[config.mk]
export PLATFORM = sky130hd
export DESIGN_NAME = de_multiplexer_flat
export DESIGN_NICKNAME = d
export VERILOG_FILES = /design/src/rtl/de_multiplexer_if.sv /design/src/rtl/de_multiplexer.sv /design/src/flat_wrapper.sv
export SDC_FILE = /design/constraint.sdc
export NUM_CORES = 1
export LEC_CHECK = 0
export ABC_AREA = 1
export CAP_MARGIN = 5
export CELL_PAD_IN_SITES_DETAIL_PLACEMENT = 1
export CELL_PAD_IN_SITES_GLOBAL_PLACEMENT = 1
export CORE_AREA = 2 2 39 41
export CTS_CLUSTER_DIAMETER = 120
export DETAILED_ROUTE_END_ITERATION = 10
export DIE_AREA = 0 0 41 43
export PLACE_DENSITY_LB_ADDON = 0.1
export SLEW_MARGIN = 20
export SYNTH_ARGS = -nofsm -noshare
export SYNTH_HDL_FRONTEND = slang
export SYNTH_SLANG_ARGS = --single-unit
[constraint.sdc]
create_clock -name clk -period 1.4 [get_ports clk]
set_input_delay 0.21 -clock clk [delete_from_list [all_inputs] [get_ports clk]]
set_output_delay 0.21 -clock clk [all_outputs]
set_load 0.01 [all_outputs]
[src/rtl/de_multiplexer_if.sv]
// Bus bundle for de_multiplexer: routed data in, two registered destinations out.
// Counter signals exist only when DEMUX_ROUTE_CNT_EN is defined.
interface de_multiplexer_if #(
    parameter int WIDTH = 2,
    parameter int CNT_W = 8
);
    logic [WIDTH-1:0] A;
    logic [1:0]       S;
    logic [WIDTH-1:0] B;
    logic [WIDTH-1:0] C;
    logic             B_vld;
    logic             C_vld;
`ifdef DEMUX_ROUTE_CNT_EN
    logic [CNT_W-1:0] B_cnt;
    logic [CNT_W-1:0] C_cnt;

    modport master (output A, S, input B, C, B_vld, C_vld, B_cnt, C_cnt);
    modport slave  (input A, S, output B, C, B_vld, C_vld, B_cnt, C_cnt);
`else
    modport master (output A, S, input B, C, B_vld, C_vld);
    modport slave  (input A, S, output B, C, B_vld, C_vld);
`endif
endinterface

[src/rtl/de_multiplexer.sv]
// Registered 1-to-2 router: S selects B, C, both or neither; one-cycle latency.
// Optional saturating per-destination route counters under DEMUX_ROUTE_CNT_EN.
module de_multiplexer #(
    parameter int WIDTH = 2,
    parameter int CNT_W = 8
) (
    input logic             clk,
    input logic             rst,
    de_multiplexer_if.slave bus
);
    logic loadB;
    logic loadC;

    // Unknown selects fall into the default branch and behave as a drop.
    always_comb begin
        loadB = 1'b0;
        loadC = 1'b0;
        case (bus.S)
            2'b00:   loadB = 1'b1;
            2'b01:   loadC = 1'b1;
            2'b10: begin
                loadB = 1'b1;
                loadC = 1'b1;
            end
            default: begin
                loadB = 1'b0;
                loadC = 1'b0;
            end
        endcase
    end

    logic [WIDTH-1:0] bReg;
    logic [WIDTH-1:0] cReg;
    logic             bVld;
    logic             cVld;

    always_ff @(posedge clk or posedge rst) begin
        if (rst) begin
            bReg <= '0;
            cReg <= '0;
            bVld <= 1'b0;
            cVld <= 1'b0;
        end else begin
            if (loadB) bReg <= bus.A;
            if (loadC) cReg <= bus.A;
            bVld <= loadB;
            cVld <= loadC;
        end
    end

    assign bus.B     = bReg;
    assign bus.C     = cReg;
    assign bus.B_vld = bVld;
    assign bus.C_vld = cVld;

`ifdef DEMUX_ROUTE_CNT_EN
    function automatic logic [CNT_W-1:0] satInc(input logic [CNT_W-1:0] v);
        return (&v) ? v : v + 1'b1;
    endfunction

    logic [CNT_W-1:0] bCnt;
    logic [CNT_W-1:0] cCnt;

    always_ff @(posedge clk or posedge rst) begin
        if (rst) begin
            bCnt <= '0;
            cCnt <= '0;
        end else begin
            if (loadB) bCnt <= satInc(bCnt);
            if (loadC) cCnt <= satInc(cCnt);
        end
    end

    assign bus.B_cnt = bCnt;
    assign bus.C_cnt = cCnt;
`endif
endmodule

[src/flat_wrapper.sv]
// flat-port wrapper written by rule: the top's interface ports become plain ports
module de_multiplexer_flat 
#(
    parameter int WIDTH = 2,
    parameter int CNT_W = 8
)
  (clk, rst, bus_A, bus_S, bus_B, bus_C, bus_B_vld, bus_C_vld);
  de_multiplexer_if #(.WIDTH(WIDTH), .CNT_W(CNT_W)) bus_i ();
  input logic clk;
  input logic rst;
  input wire logic [$bits(bus_i.A)-1:0] bus_A;
  input wire logic [$bits(bus_i.S)-1:0] bus_S;
  output wire logic [$bits(bus_i.B)-1:0] bus_B;
  output wire logic [$bits(bus_i.C)-1:0] bus_C;
  output wire logic [$bits(bus_i.B_vld)-1:0] bus_B_vld;
  output wire logic [$bits(bus_i.C_vld)-1:0] bus_C_vld;
  assign bus_i.A = bus_A;
  assign bus_i.S = bus_S;
  assign bus_B = bus_i.B;
  assign bus_C = bus_i.C;
  assign bus_B_vld = bus_i.B_vld;
  assign bus_C_vld = bus_i.C_vld;
  de_multiplexer #(.WIDTH(WIDTH), .CNT_W(CNT_W)) u_core (.clk(clk), .rst(rst), .bus(bus_i));
endmodule
==> Word-level counts from Yosys, hierarchy flattened <==
Cells that the tools add are included.
{ "word_totals": {"out_inout_bits": 6, "register_bits": 6, "word_cells": 11, "in_bits": 6} }
{ "classes": {"eq_ne": 2, "reduce_logical": 3, "muxes": 2} }
{ "ops": {"columns": ["operator", "count"], "rows": [
  ["$reduce_or 2->1", 2],
  ["$eq 2x1->1 const B", 1],
  ["$eq 2x2->1 const B", 1],
  ["$logic_not 2->1", 1],
  ["$mux 1", 2]
]} }

==> Depth between registers and ports, before layout <==
{ "depth": {"ltp_word": 3, "mapped_depth": 5} }

==> Worst setup path after synthesis <==
Ideal clock, no wire load.
{ "synth_path": {"path_type": "input to register", "startpoint": "input bus_S[0]", "endpoint": "register u_core.cReg[0] (netlist: u_core.bus.C[0])", "n_path_buf": 0, "setup_ns": 0.127, "cell_stages": 4, "slack_ns": 0.578, "arrival_time_ns": 0.695, "path_cell_list": "inv_1 -> ha_1 -> nand2_1 -> o21ai_0"} }
{ "synth_via": {"elab_chain_len": 3, "word_cells_on_any_way": 4, "classes_between": "eq/ne (2); mux (1); reduce/logical (1)"} }
{ "synth_lines": {"columns": ["item", "line", "source"], "rows": [
  ["start, declared", "flat_wrapper.sv:12", "input wire logic [$bits(bus_i.S)-1:0] bus_S;"],
  ["$eq 2x1->1 / $eq 2x2->1 (equally long branches)", "de_multiplexer.sv:18", "case (bus.S)"],
  ["$reduce_or 2->1 (no line) *", null, null],
  ["$mux 1 *", "de_multiplexer.sv:18", null],
  ["net u_core.loadC", "de_multiplexer.sv:12", "logic loadC;"],
  ["end signal, assigned", "de_multiplexer.sv:45", "if (loadC) cReg <= bus.A;"],
  ["end, declared", "de_multiplexer.sv:33", "logic [WIDTH-1:0] cReg;"]
]} }
The timed path passes the listed nets; every way through them passes the cells marked *.
A chain may end at the register's enable or synchronous reset.

==> Worst setup path after layout <==
{ "layout_path": {"startpoint": "register u_core.cReg[1] (netlist: u_core.bus.C[1])", "endpoint": "output bus_C[1]"} }
{ "layout_lines": {"columns": ["item", "line", "source"], "rows": [
  ["end, declared", "flat_wrapper.sv:14", "output wire logic [$bits(bus_i.C)-1:0] bus_C;"]
]} }
No word-level cell between the ends.

==> run_results.csv <==
group,metric,value,unit
sta,slew_headroom,83.61,%
floorplan,die_area,0.001763,mm2
clock_network,post_cts_resized,0,
sta,setup_tns,0,ps
worst_setup_path,crit_slowest_cell,"clkdlybuf4s50_1",
global_route,grt_pass1_vias,205,
clock_network,clock_latency,240,ps
routing,drt-pass1-iter-count,2,
clock_network,cts_hold_buffers,0,
routing,vias,204,
place,placed_area,376.6,um2
final_layout,design_area,399.1,um2
place,place_ws,33.44,ps
yosys,synth_area_per_cell,9.859,um2
sta,grt_setup_unrepaired,"no",
clock_network,clkSinkCount,6,
yosys,synth_area_leaders,"dfrtp_1, ha_1, inv_1",
pwr,clockPowerShare,34.9,%
pwr,power.internal,0.3507,mW
global_route,grt_overflow,0,
global_route,antenna_found_initial,0,
sta,finalCritPeriodShare,94.89,%
routing,routed_via_density,3.709,
worst_setup_path,reg2reg_depth,2,
floorplan,rows,14,
worst_setup_path,worstSetupPathDepth,1,
final_layout,syn_to_final_growth,61.93,%
final_layout,antenna-diode-count,0,
worst_setup_path,crit_chain,"clkdlybuf4s50_1",
final_layout,final_layout_size_suffix_gt1_share,10.26,%
sta,setup_violations,0,
yosys,yosys.area.top_type,"dfrtp_1",
yosys,yosysSeqAreaShare,60.91,%
worst_setup_path,critPathMaxFanout,2,
pwr,ir_drop,0.3857,mV
pwr,leakage,0.1993,nW
global_route,grt_pass1_wl,779,um
routing,final_antenna_net_count,0,
pwr,sw_frac_of_total,24.93,%
pwr,sequentialPowerShare,43.4,%
final_layout,n_fill_cell,165,
worst_setup_path,path_class,"reg2out",
place,gp_congestion,0.6893,
yosys,ys_types,6,
clock_network,cts_setup_buffers,0,
clock_network,ctsRootBufferMaster,"clkbuf_4",
floorplan,die_x,41,um
global_route,track_usage,7.677,%
yosys,yosysTopAreaCellShare,60.91,%
worst_setup_path,critPathRequiredTime,1190,ps
pwr,p_sw,0.1165,mW
global_route,grt_max_degree,7,
sta,fin_crit,1328,ps
worst_setup_path,worst-path-buf-inv,1,
clock_network,cts_buffers,3,
sta,fmax,752.8,MHz
clock_network,cts_tree,"built",
sta,finalHoldViolCount,0,
yosys,yosys_warnings,0,
sta,worst_pin_slew,245.5,ps
sta,hold_ws,188.9,ps
clock_network,htree_levels,1,
routing,post_drt_wl_per_cell,9.945,um
routing,drc,0,
worst_setup_path,rr_startpoint,"u_core.bus.B[0]$_DFFE_PP0P_",
clock_network,clk_pin_slew_worst_paths,50,ps
routing,routed_wl,547,um
floorplan,initial_core_util,17.81,%
sta,finalWorstSetupSlack,71.56,ps
yosys,ys_ff_latch,6,
run,drv_cap,0,
worst_setup_path,worstPathArrival,1120,ps
pwr,combPwrFrac,21.6,%
final_layout,finalNetCount,49,
worst_setup_path,r2r_end,"u_core.bus.B[0]$_DFFE_PP0P_",
place,portBuffers,11,
floorplan,io_pins,12,
worst_setup_path,cp-end-kind,"output pin",
status,status,"finished clean",
floorplan,fp.dieH,43,um
worst_setup_path,crit_family,"buffers and inverters",
yosys,synth_cells,25,
clock_network,clockBufferDepth,2,
worst_setup_path,max_stage_delay,540,ps
sta,finalMaxSlewViolations,0,
sta,final.setup_skew,0,ps
routing,first_iter_violations,2,
min_path,hp-class,"in2async",
yosys,synth.cell_area,246.5,um2
worst_setup_path,cp-start-kind,"register",
floorplan,core_area,0.001384,mm2
yosys,synth_nets,33,
pwr,p_per_area,1171,mW/mm2
worst_setup_path,reg2reg_slack,780,ps
place,hpwl,429.4,um
## state kept, by name, summed over array words and instances (netlist names)
register / cells
u_core.bus.B: 2
u_core.bus.C: 2
u_core.bus.B_vld: 1
u_core.bus.C_vld: 1
## kinds of logic after synthesis
family                   synth area share (%)
AO/OA/AOI/OAI                           8.122
adder cells (fa/ha/maj)                 10.15
buffers and inverters                   9.136
flip-flops                              60.91
AND/OR/NAND/NOR                         11.68
## cells in the final DEF (no fill, tap or decap), drive strengths merged
| cell type | count |
|---|---|
| clkbuf | 3 |
| clkdlybuf4s50 | 11 |
| nor2 | 1 |
| dfrtp | 6 |
| ha | 2 |
| nand2 | 6 |
| o21ai | 4 |
| inv | 6 |
## metrics by stage
| stage | instances | power [mW] | utilization (%) |
|---|---|---|---|
| 2_1_floorplan | 25 | 0.2446 | - |
| 3_3_place_gp | 52 | 0.3062 | 27.22 |
| 3_5_place_dp | 52 | 0.3094 | 27.22 |
| 4_1_cts | 55 | 0.4762 | 28.84 |
| 5_1_grt | 55 | 0.4962 | 28.84 |
| 6_report | 55 | 0.4672 | 28.84 |
## worst max-delay path by stage
stage,from,end
5_1_grt,u_core.bus.C[1]$_DFFE_PP0P_,bus_C[1]
6_report,u_core.bus.C[1]$_DFFE_PP0P_,bus_C[1]
3_5_place_dp,bus_S[1],u_core.bus.C[0]$_DFFE_PP0P_
4_1_cts,u_core.bus.C[1]$_DFFE_PP0P_,bus_C[1]
2_1_floorplan,bus_S[0],u_core.bus.C[0]$_DFFE_PP0P_
3_3_place_gp,bus_S[0],u_core.bus.C[0]$_DFFE_PP0P_
## cells in the mapped netlist, drive strengths merged
master	number
dfrtp	6
nand2	6
ha	2
nor2	1
inv	6
o21ai	4
## power by group through the flow
stage	Sequential, mW	Combinational [mW]	Clock (mW)
finish	0.203	0.101	0.163
global route	0.205	0.111	0.180
CTS	0.204	0.104	0.168
detailed placement	0.206	0.103	0
global placement	0.206	0.101	0
floorplan	0.217	0.0275	0
## layout make-up
| type | count | area, um2 | area share, % |
|---|---|---|---|
| Multi-Input combinational cell | 13 | 73.82 | 18.50 |
| Sequential cell | 6 | 150.1 | 37.62 |
| Clock buffer | 3 | 22.52 | 5.643 |
| Timing Repair Buffer | 11 | 110.1 | 27.59 |
| Inverter | 6 | 22.52 | 5.643 |
| Tap cell | 16 | 20.02 | 5.016 |
## routing by layer
layer | wire [um] | vias to the layer above | GRT usage [%]
met5 | 0 | - | 0
met4 | 8 | 0 | 10.00
met3 | 56 | 2 | 3.141
met2 | 266 | 9 | 10.00
met1 | 216 | 90 | 7.541
li1 | - | 103 | -
Note: power is estimated with default switching activity, not from simulation.
